`src/rtl/mult_div_ctrl_pkg.sv`:
```
// Shared definitions for the multiply/divide controller.
// Holds the SPECIAL and SPECIAL2 funct codes, the internal operation
// encoding, and small helpers for decode and operation classification.
package mult_div_ctrl_pkg;

  // SPECIAL (special2 = 0) funct codes
  localparam logic [5:0] FUNCT_MULT   = 6'h18;
  localparam logic [5:0] FUNCT_MULTU  = 6'h19;
  localparam logic [5:0] FUNCT_DIV    = 6'h1a;
  localparam logic [5:0] FUNCT_DIVU   = 6'h1b;

  // SPECIAL2 (special2 = 1) funct codes
  localparam logic [5:0] FUNCT2_MADD  = 6'h00;
  localparam logic [5:0] FUNCT2_MADDU = 6'h01;
  localparam logic [5:0] FUNCT2_MUL   = 6'h02;
  localparam logic [5:0] FUNCT2_MSUB  = 6'h04;
  localparam logic [5:0] FUNCT2_MSUBU = 6'h05;

  typedef enum logic [3:0] {
    OP_NONE, OP_MULT, OP_MULTU, OP_DIV, OP_DIVU,
    OP_MUL, OP_MADD, OP_MADDU, OP_MSUB, OP_MSUBU
  } md_op_e;

  function automatic md_op_e decode_op(input logic special2, input logic [5:0] funct);
    md_op_e op;
    op = OP_NONE;
    if (!special2) begin
      case (funct)
        FUNCT_MULT:  op = OP_MULT;
        FUNCT_MULTU: op = OP_MULTU;
        FUNCT_DIV:   op = OP_DIV;
        FUNCT_DIVU:  op = OP_DIVU;
        default:     op = OP_NONE;
      endcase
    end else begin
      case (funct)
        FUNCT2_MADD:  op = OP_MADD;
        FUNCT2_MADDU: op = OP_MADDU;
        FUNCT2_MUL:   op = OP_MUL;
        FUNCT2_MSUB:  op = OP_MSUB;
        FUNCT2_MSUBU: op = OP_MSUBU;
        default:      op = OP_NONE;
      endcase
    end
    return op;
  endfunction

  function automatic logic op_is_div(input md_op_e op);
    return (op == OP_DIV) || (op == OP_DIVU);
  endfunction

  function automatic logic op_is_signed(input md_op_e op);
    return (op == OP_MULT) || (op == OP_DIV) || (op == OP_MUL) ||
           (op == OP_MADD) || (op == OP_MSUB);
  endfunction

endpackage

```
`src/rtl/div_core.sv`:
```
// Iterative restoring divider, one quotient bit per cycle, 32 cycles.
// Ports:
//   clk, rst_n           clock, async active-low reset
//   start                load dividend/divisor and begin iterating
//   abort                drop any iteration in progress (priority over start)
//   dividend, divisor    unsigned operands (divisor must be non-zero)
//   quotient, remainder  result of the current step; final when valid=1
//   valid                high during the last iteration cycle
module div_core (
  input  logic        clk,
  input  logic        rst_n,
  input  logic        start,
  input  logic        abort,
  input  logic [31:0] dividend,
  input  logic [31:0] divisor,
  output logic [31:0] quotient,
  output logic [31:0] remainder,
  output logic        valid
);
  localparam int unsigned ITERS = 32;
  localparam int unsigned CNT_W = 6;

  logic [31:0]      quo_q, quo_d, rem_q, rem_d, dvs_q, dvs_d;
  logic [CNT_W-1:0] cnt_q, cnt_d;
  logic             run_q, run_d;
  logic [32:0]      shifted, diff;
  logic [31:0]      step_quo, step_rem;
  logic             last;

  always_comb begin
    // Dividend bits shift out of quo_q into the partial remainder while
    // quotient bits shift in from the bottom.
    shifted  = {rem_q, quo_q[31]};
    diff     = shifted - {1'b0, dvs_q};
    step_rem = diff[32] ? shifted[31:0] : diff[31:0];
    step_quo = {quo_q[30:0], ~diff[32]};
    last     = (cnt_q == CNT_W'(ITERS - 1));

    quo_d = quo_q;
    rem_d = rem_q;
    dvs_d = dvs_q;
    cnt_d = cnt_q;
    run_d = run_q;

    if (abort) begin
      run_d = 1'b0;
      cnt_d = '0;
    end else if (start) begin
      quo_d = dividend;
      rem_d = '0;
      dvs_d = divisor;
      cnt_d = '0;
      run_d = 1'b1;
    end else if (run_q) begin
      quo_d = step_quo;
      rem_d = step_rem;
      cnt_d = cnt_q + CNT_W'(1);
      if (last) begin
        run_d = 1'b0;
      end
    end
  end

  assign valid     = run_q && last && !abort;
  assign quotient  = step_quo;
  assign remainder = step_rem;

  always_ff @(posedge clk or negedge rst_n) begin
    if (!rst_n) begin
      quo_q <= '0;
      rem_q <= '0;
      dvs_q <= '0;
      cnt_q <= '0;
      run_q <= 1'b0;
    end else begin
      quo_q <= quo_d;
      rem_q <= rem_d;
      dvs_q <= dvs_d;
      cnt_q <= cnt_d;
      run_q <= run_d;
    end
  end

endmodule

```
`src/rtl/mult_div_ctrl.sv`:
```
// EX-stage multiply/divide controller: MULT/MULTU/DIV/DIVU and the
// SPECIAL2 MUL/MADD(U)/MSUB(U) group. Multiplies finish two cycles after
// start, divides 33 cycles after start (divide-by-zero after one).
// Ports:
//   clk, rst_n             clock, async active-low reset
//   en                     EX instruction valid and not squashed
//   funct, special2        opcode selection
//   operand_1, operand_2   rs, rt
//   hi_i, lo_i             current HI/LO for accumulate forms
//   pipe_stall             downstream stall; holds the DONE state
//   flush                  pipeline flush; aborts to IDLE
//   done                   result valid (DONE state)
//   result                 {hi, lo}
//   busy                   state is not IDLE
module mult_div_ctrl
  import mult_div_ctrl_pkg::*;
(
  input  logic        clk,
  input  logic        rst_n,
  input  logic        en,
  input  logic [5:0]  funct,
  input  logic        special2,
  input  logic [31:0] operand_1,
  input  logic [31:0] operand_2,
  input  logic [31:0] hi_i,
  input  logic [31:0] lo_i,
  input  logic        pipe_stall,
  input  logic        flush,
  output logic        done,
  output logic [63:0] result,
  output logic        busy
);
  localparam logic [1:0] ST_IDLE = 2'd0;
  localparam logic [1:0] ST_MUL  = 2'd1;
  localparam logic [1:0] ST_DIV  = 2'd2;
  localparam logic [1:0] ST_DONE = 2'd3;

  logic [1:0]  state_q, state_d;
  md_op_e      op_q, op_d;
  logic [31:0] a_q, a_d, b_q, b_d;
  logic [63:0] hilo_q, hilo_d;
  logic [63:0] result_q, result_d;

  md_op_e      op_in;
  logic        start, in_signed, div_start;
  logic [31:0] mag_a, mag_b;
  logic        div_valid;
  logic [31:0] div_quo, div_rem;
  logic [63:0] ext_a, ext_b, prod, mul_res;
  logic        sgn_q;
  logic [31:0] q_fix, r_fix;

  assign op_in     = decode_op(special2, funct);
  assign start     = en && (state_q == ST_IDLE) && (op_in != OP_NONE) && !flush;
  assign in_signed = op_is_signed(op_in);
  assign mag_a     = (in_signed && operand_1[31]) ? (32'd0 - operand_1) : operand_1;
  assign mag_b     = (in_signed && operand_2[31]) ? (32'd0 - operand_2) : operand_2;
  assign div_start = start && op_is_div(op_in) && (operand_2 != 32'd0);

  div_core u_div_core (
    .clk       (clk),
    .rst_n     (rst_n),
    .start     (div_start),
    .abort     (flush),
    .dividend  (mag_a),
    .divisor   (mag_b),
    .quotient  (div_quo),
    .remainder (div_rem),
    .valid     (div_valid)
  );

  always_comb begin
    sgn_q   = op_is_signed(op_q);
    ext_a   = sgn_q ? {{32{a_q[31]}}, a_q} : {32'd0, a_q};
    ext_b   = sgn_q ? {{32{b_q[31]}}, b_q} : {32'd0, b_q};
    // Low 64 bits of the extended product are exact for both signednesses.
    prod    = ext_a * ext_b;
    mul_res = prod;
    case (op_q)
      OP_MADD, OP_MADDU: mul_res = hilo_q + prod;
      OP_MSUB, OP_MSUBU: mul_res = hilo_q - prod;
      default:           mul_res = prod;
    endcase
    // Quotient negated on sign mismatch; remainder follows the dividend.
    q_fix = (sgn_q && (a_q[31] ^ b_q[31])) ? (32'd0 - div_quo) : div_quo;
    r_fix = (sgn_q && a_q[31]) ? (32'd0 - div_rem) : div_rem;
  end

  always_comb begin
    state_d  = state_q;
    op_d     = op_q;
    a_d      = a_q;
    b_d      = b_q;
    hilo_d   = hilo_q;
    result_d = result_q;
    if (flush) begin
      state_d = ST_IDLE;
    end else begin
      case (state_q)
        ST_IDLE: begin
          if (start) begin
            op_d   = op_in;
            a_d    = operand_1;
            b_d    = operand_2;
            hilo_d = {hi_i, lo_i};
            if (op_is_div(op_in)) begin
              if (operand_2 == 32'd0) begin
                result_d = {operand_1, 32'hFFFF_FFFF};
                state_d  = ST_DONE;
              end else begin
                state_d = ST_DIV;
              end
            end else begin
              state_d = ST_MUL;
            end
          end
        end
        ST_MUL: begin
          result_d = mul_res;
          state_d  = ST_DONE;
        end
        ST_DIV: begin
          if (div_valid) begin
            result_d = {r_fix, q_fix};
            state_d  = ST_DONE;
          end
        end
        default: begin
          if (!pipe_stall) begin
            state_d = ST_IDLE;
          end
        end
      endcase
    end
  end

  always_ff @(posedge clk or negedge rst_n) begin
    if (!rst_n) begin
      state_q  <= ST_IDLE;
      op_q     <= OP_NONE;
      a_q      <= '0;
      b_q      <= '0;
      hilo_q   <= '0;
      result_q <= '0;
    end else begin
      state_q  <= state_d;
      op_q     <= op_d;
      a_q      <= a_d;
      b_q      <= b_d;
      hilo_q   <= hilo_d;
      result_q <= result_d;
    end
  end

  assign done   = (state_q == ST_DONE);
  assign busy   = (state_q != ST_IDLE);
  assign result = result_q;

endmodule

```
`config.mk`:
```
export PLATFORM = sky130hd
export DESIGN_NAME = mult_div_ctrl
export DESIGN_NICKNAME = d
export VERILOG_FILES = /design/src/rtl/mult_div_ctrl_pkg.sv /design/src/rtl/div_core.sv /design/src/rtl/mult_div_ctrl.sv
export SDC_FILE = /design/constraint.sdc
export NUM_CORES = 2
export LEC_CHECK = 0
export ABC_AREA = 1
export ABC_CLOCK_PERIOD_IN_PS = 35600
export CORE_ASPECT_RATIO = 0.8
export CORE_MARGIN = 10
export CORE_UTILIZATION = 65
export DETAILED_ROUTE_END_ITERATION = 16
export PLACE_DENSITY = 0.84
export SLEW_MARGIN = 30
export SYNTH_ARGS = -nofsm -noshare
export SYNTH_HDL_FRONTEND = slang
export SYNTH_SLANG_ARGS = --single-unit
```
`constraint.sdc`:
```
create_clock -name clk -period 35.6 [get_ports clk]
set_input_delay 3.56 -clock clk [delete_from_list [all_inputs] [get_ports clk]]
set_output_delay 3.56 -clock clk [all_outputs]
set_load 0.01 [all_outputs]
```
==> metrics list <==
* Global routing usage summed across all routing layers: 40.08%
* Type of element capturing the critical path: flip-flop
- The startpoint identified for the worst hold timing path is hilo_q[14].
- Routability-driven placement congestion ratio: 1.140
- STA classifies the critical path startpoint as a flip-flop.
* Min cycle time layout: 16020 ps
* Number of sinks driven by the clock tree: 301
* Total of buffers placed on input and output ports: 205
- Number of synthesized register bits: 301
* H-tree level count: 2
- For hold timing, the worst endpoint is hilo_q[14].
- # setup viols final: 0
- Yosys mapped a number of flops with a built-in enable equal to 0.
* Sum of negative setup slack: 0 ps
- The first global-routing pass estimated 393100 µm of wire.
- The cell sitting at the root of the clock tree is a clkbuf_16.
- Area Overhead vs Synth: 6.038%
* Yosys top cell by area: fa_1
* Router iterations before antenna repair: 6
* Longest individual stage delay on the worst path: 850 ps
- The die is 396.7 µm wide.
* Die area: 127500 µm²
* Peak fanout along the critical path: 46
- Most numerous cell on the critical path: inv_1
* Worst endpoint data arrival time: 16560 ps
- For this run the aggregate overflow at the end of global routing stands at 0.
- In this run the register-to-register setup slack is 19580 ps.
* Most used standard cell by instance count after synthesis: inv_1
* Area of the core region: 112600 µm²
- The number of buffers and inverters on the critical path is 18.
- After clock tree synthesis, the clock-pin slew on the worst setup and hold paths is 70 ps.
- The initial antenna violation count came to 9.
- The slowest stage of the critical path is the inv_1 cell.
* Reg-to-reg critical path endpoint: result[62]
- Required time reported for the critical path endpoint: 36140 ps
- The detailed router placed 65130 vias in this run.
* Share of the clock period used by the worst path: 45.00%
- A synthesized cell averages 7.587 µm².
* Number of cells on the worst reg-to-reg path: 61
- Synth top cells by count: inv_1 (2552), nand2_1 (2467), fa_1 (1426)
- Worst-case clock buffer depth: 3
* Post-synth ARST share: 100.0%
* Area of the mapped netlist: 73790 µm²
- Timing analysis after detailed placement gives a worst setup slack of 20050 ps.
* Final Util: 69.50%
- Cells resized by post-CTS repair: 0
- Total DRC errors in the routed layout: 0
- Setup Buffers After CTS: 0
* Final worst setup slack: 19580 ps
- After clock tree synthesis, the flow added hold-fix buffers numbering 0.
- 206 I/O pins were placed.
- In the final layout, the share of cells above drive strength 1 is 2.844%.
- The floorplan step set the die height to 321.4 µm.
- HP Class: reg2reg
* Synth Net Count: 11700
- In the final routed layout, each cell accounts on average for 22.56 µm.
- The detail route stage leaves a number of antenna-violating nets equal to 0.
- Headroom to the max-slew limit came out at 35.42%.
- The wire-length estimate of the detail-placed layout is 211200 µm.
- Static timing analysis puts the maximum clock frequency at 62.42 MHz.
- Post-synthesis instance total: 9725
- The final layout contains 11650 nets.
- For this configuration, the core starts out at a cell density of 65.54%.
- Area of combinational cells with multiple inputs: 55120 µm²
* Pin count of the biggest net entering global routing: 121
- For the worst-skew pair, the clock arrives at the later sink with an insertion delay of 600 ps.
- The worst hold path was traced through 2 stages.
- The critical path is of the reg2reg type.
* Maximum clock skew at final layout: 39.00 ps
* Reg-to-Reg Start: op_q[1]
- The flow ran to the end, and the final reports show no timing, DRC or antenna violations.
- Sequential-to-total area share from yosys stat: 10.21%
* Unrepaired setup endpoints after global routing: no
- CTS tree: done
- At the pin with the least slew margin, the transition time is 962.7 ps.
- Dividing the detail-routed via count by the number of cells gives 5.806.
* Number of hold-slack violations in the final timing report: 0
- Cell type group with the largest total delay on the critical path: adder cells
* Area contributors post-synth: fa_1 (39%), inv_1 (13%), nand2_1 (13%)
- After the first detailed-routing iteration, the DRC count stood at 7242.
* Worst hold slack: 479.6 ps
- Register cell area after layout: 7532 µm²
* TritonCTS Buffers: 36
- The count of final max-slew check failures was 0.
- The tool flagged a number of max-cap violations equal to 0.
- Filler Cells Inserted: 9023
- During synthesis, Yosys emitted a total of 0 warnings.
- The netlist uses 67 different library cells.
- After synthesis, the largest area contributor takes up 38.69% of total cell area.
* Via count of the first global-routing pass: 68390
- After floorplanning, the core was divided into 110 placement rows.
* Final routed wirelength across all metal layers: 253100 µm
- In the synthesized netlist the dominant register cell turns out to be dfrtp_1.
kinds of logic after synthesis:
family / after synthesis / share of synthesized area (%)
xor gates and xnor gates: 228 / 2.727
DFF: 301 / 10.21
muxes: 1 / 0.01357
adders and majority gates: 1834 / 45.61
buffers and inverters: 2954 / 15.13
and+or+nand+nor: 3466 / 19.06
AOI/OAI and AO/OA: 941 / 7.263
state kept, by name (all words and copies together) (netlist names):
| signal | flops |
|---|---|
| u_div_core.rem_q | 32 |
| u_div_core.run_q | 1 |
| a_q | 32 |
| b_q | 32 |
| u_div_core.cnt_q | 6 |
| u_div_core.dvs_q | 32 |
| state_q | 2 |
| hilo_q | 64 |
| result | 64 |
| u_div_core.quo_q | 32 |
| op_q | 4 |
layer usage:
layer	vias to the layer above	GRT usage (%)	share of wire [%]
met1	31510	52.26	38
met5	-	0	0.021
li1	28410	-	-
met3	898	15.04	15
met2	4316	59.48	42
met4	8	17.85	5.4
how the worst max path moves through the flow:
stage / start / end / depth (start not counted)
after global routing: op_q[1] / result[62] / 58
after global placement: op_q[1] / result[62] / 61
final: op_q[1] / result[62] / 61
after CTS: op_q[1] / result[62] / 65
after floorplan: op_q[1] / result[62] / 67
after detailed placement: op_q[1] / result[62] / 65
layout by cell type, fill, tap and decap left out, types with 16 or more instances in the layout:
cell and count:
a21o_1 19, nand2_1 2465, nand3_1 231, clkdlybuf4s50_1 204, o21ai_0 339, o21ai_2 22, fa_1 1426, a21oi_1 308
o22ai_1 40, nor2_1 508, o21ai_1 20, xor2_1 158, nand3b_1 34, or2_2 17, ha_1 406, clkbuf_16 36
nor4_1 18, nor3_1 62, a31oi_1 58, dfrtp_1 301, o211ai_1 54, xnor2_1 68, o21bai_1 18, inv_1 2550
buf_4 90, nand4_1 57, nor2_2 16, nand2_2 18
cell type report:
class                      count  area share, %
multi-input combinational   6470          70.45
inverter                    2568          12.33
sequential                   301          9.627
timing repair buffer         299          3.561
tap                         1512          2.418
clock buffer                  44          1.241
clock inverter                21         0.3662
antenna                        3       0.009595
worst register-to-register path, delay by kind of cell (launching register included):
family                     cells  cell delay (ps)
adders and majority gates     12             6080
xor gates and xnor gates       2              780
buffers and inverters         18             3200
and+or+nand+nor               21             4270
AOI/OAI and AO/OA              8             1270
DFF                            1              370
through the flow:
| step | std cells | instance area (µm²) |
|---|---|---|
| global placement | 11150 | 76950 |
| CTS | 11210 | 78210 |
| finish | 11220 | 78240 |
| global route | 11220 | 78240 |
| detailed placement | 11150 | 76950 |
| floorplan | 9725 | 73790 |
Power is left out: the tool's default activity adds up to more than one toggle a clock period on the data nets, which glitch-free logic cannot reach.
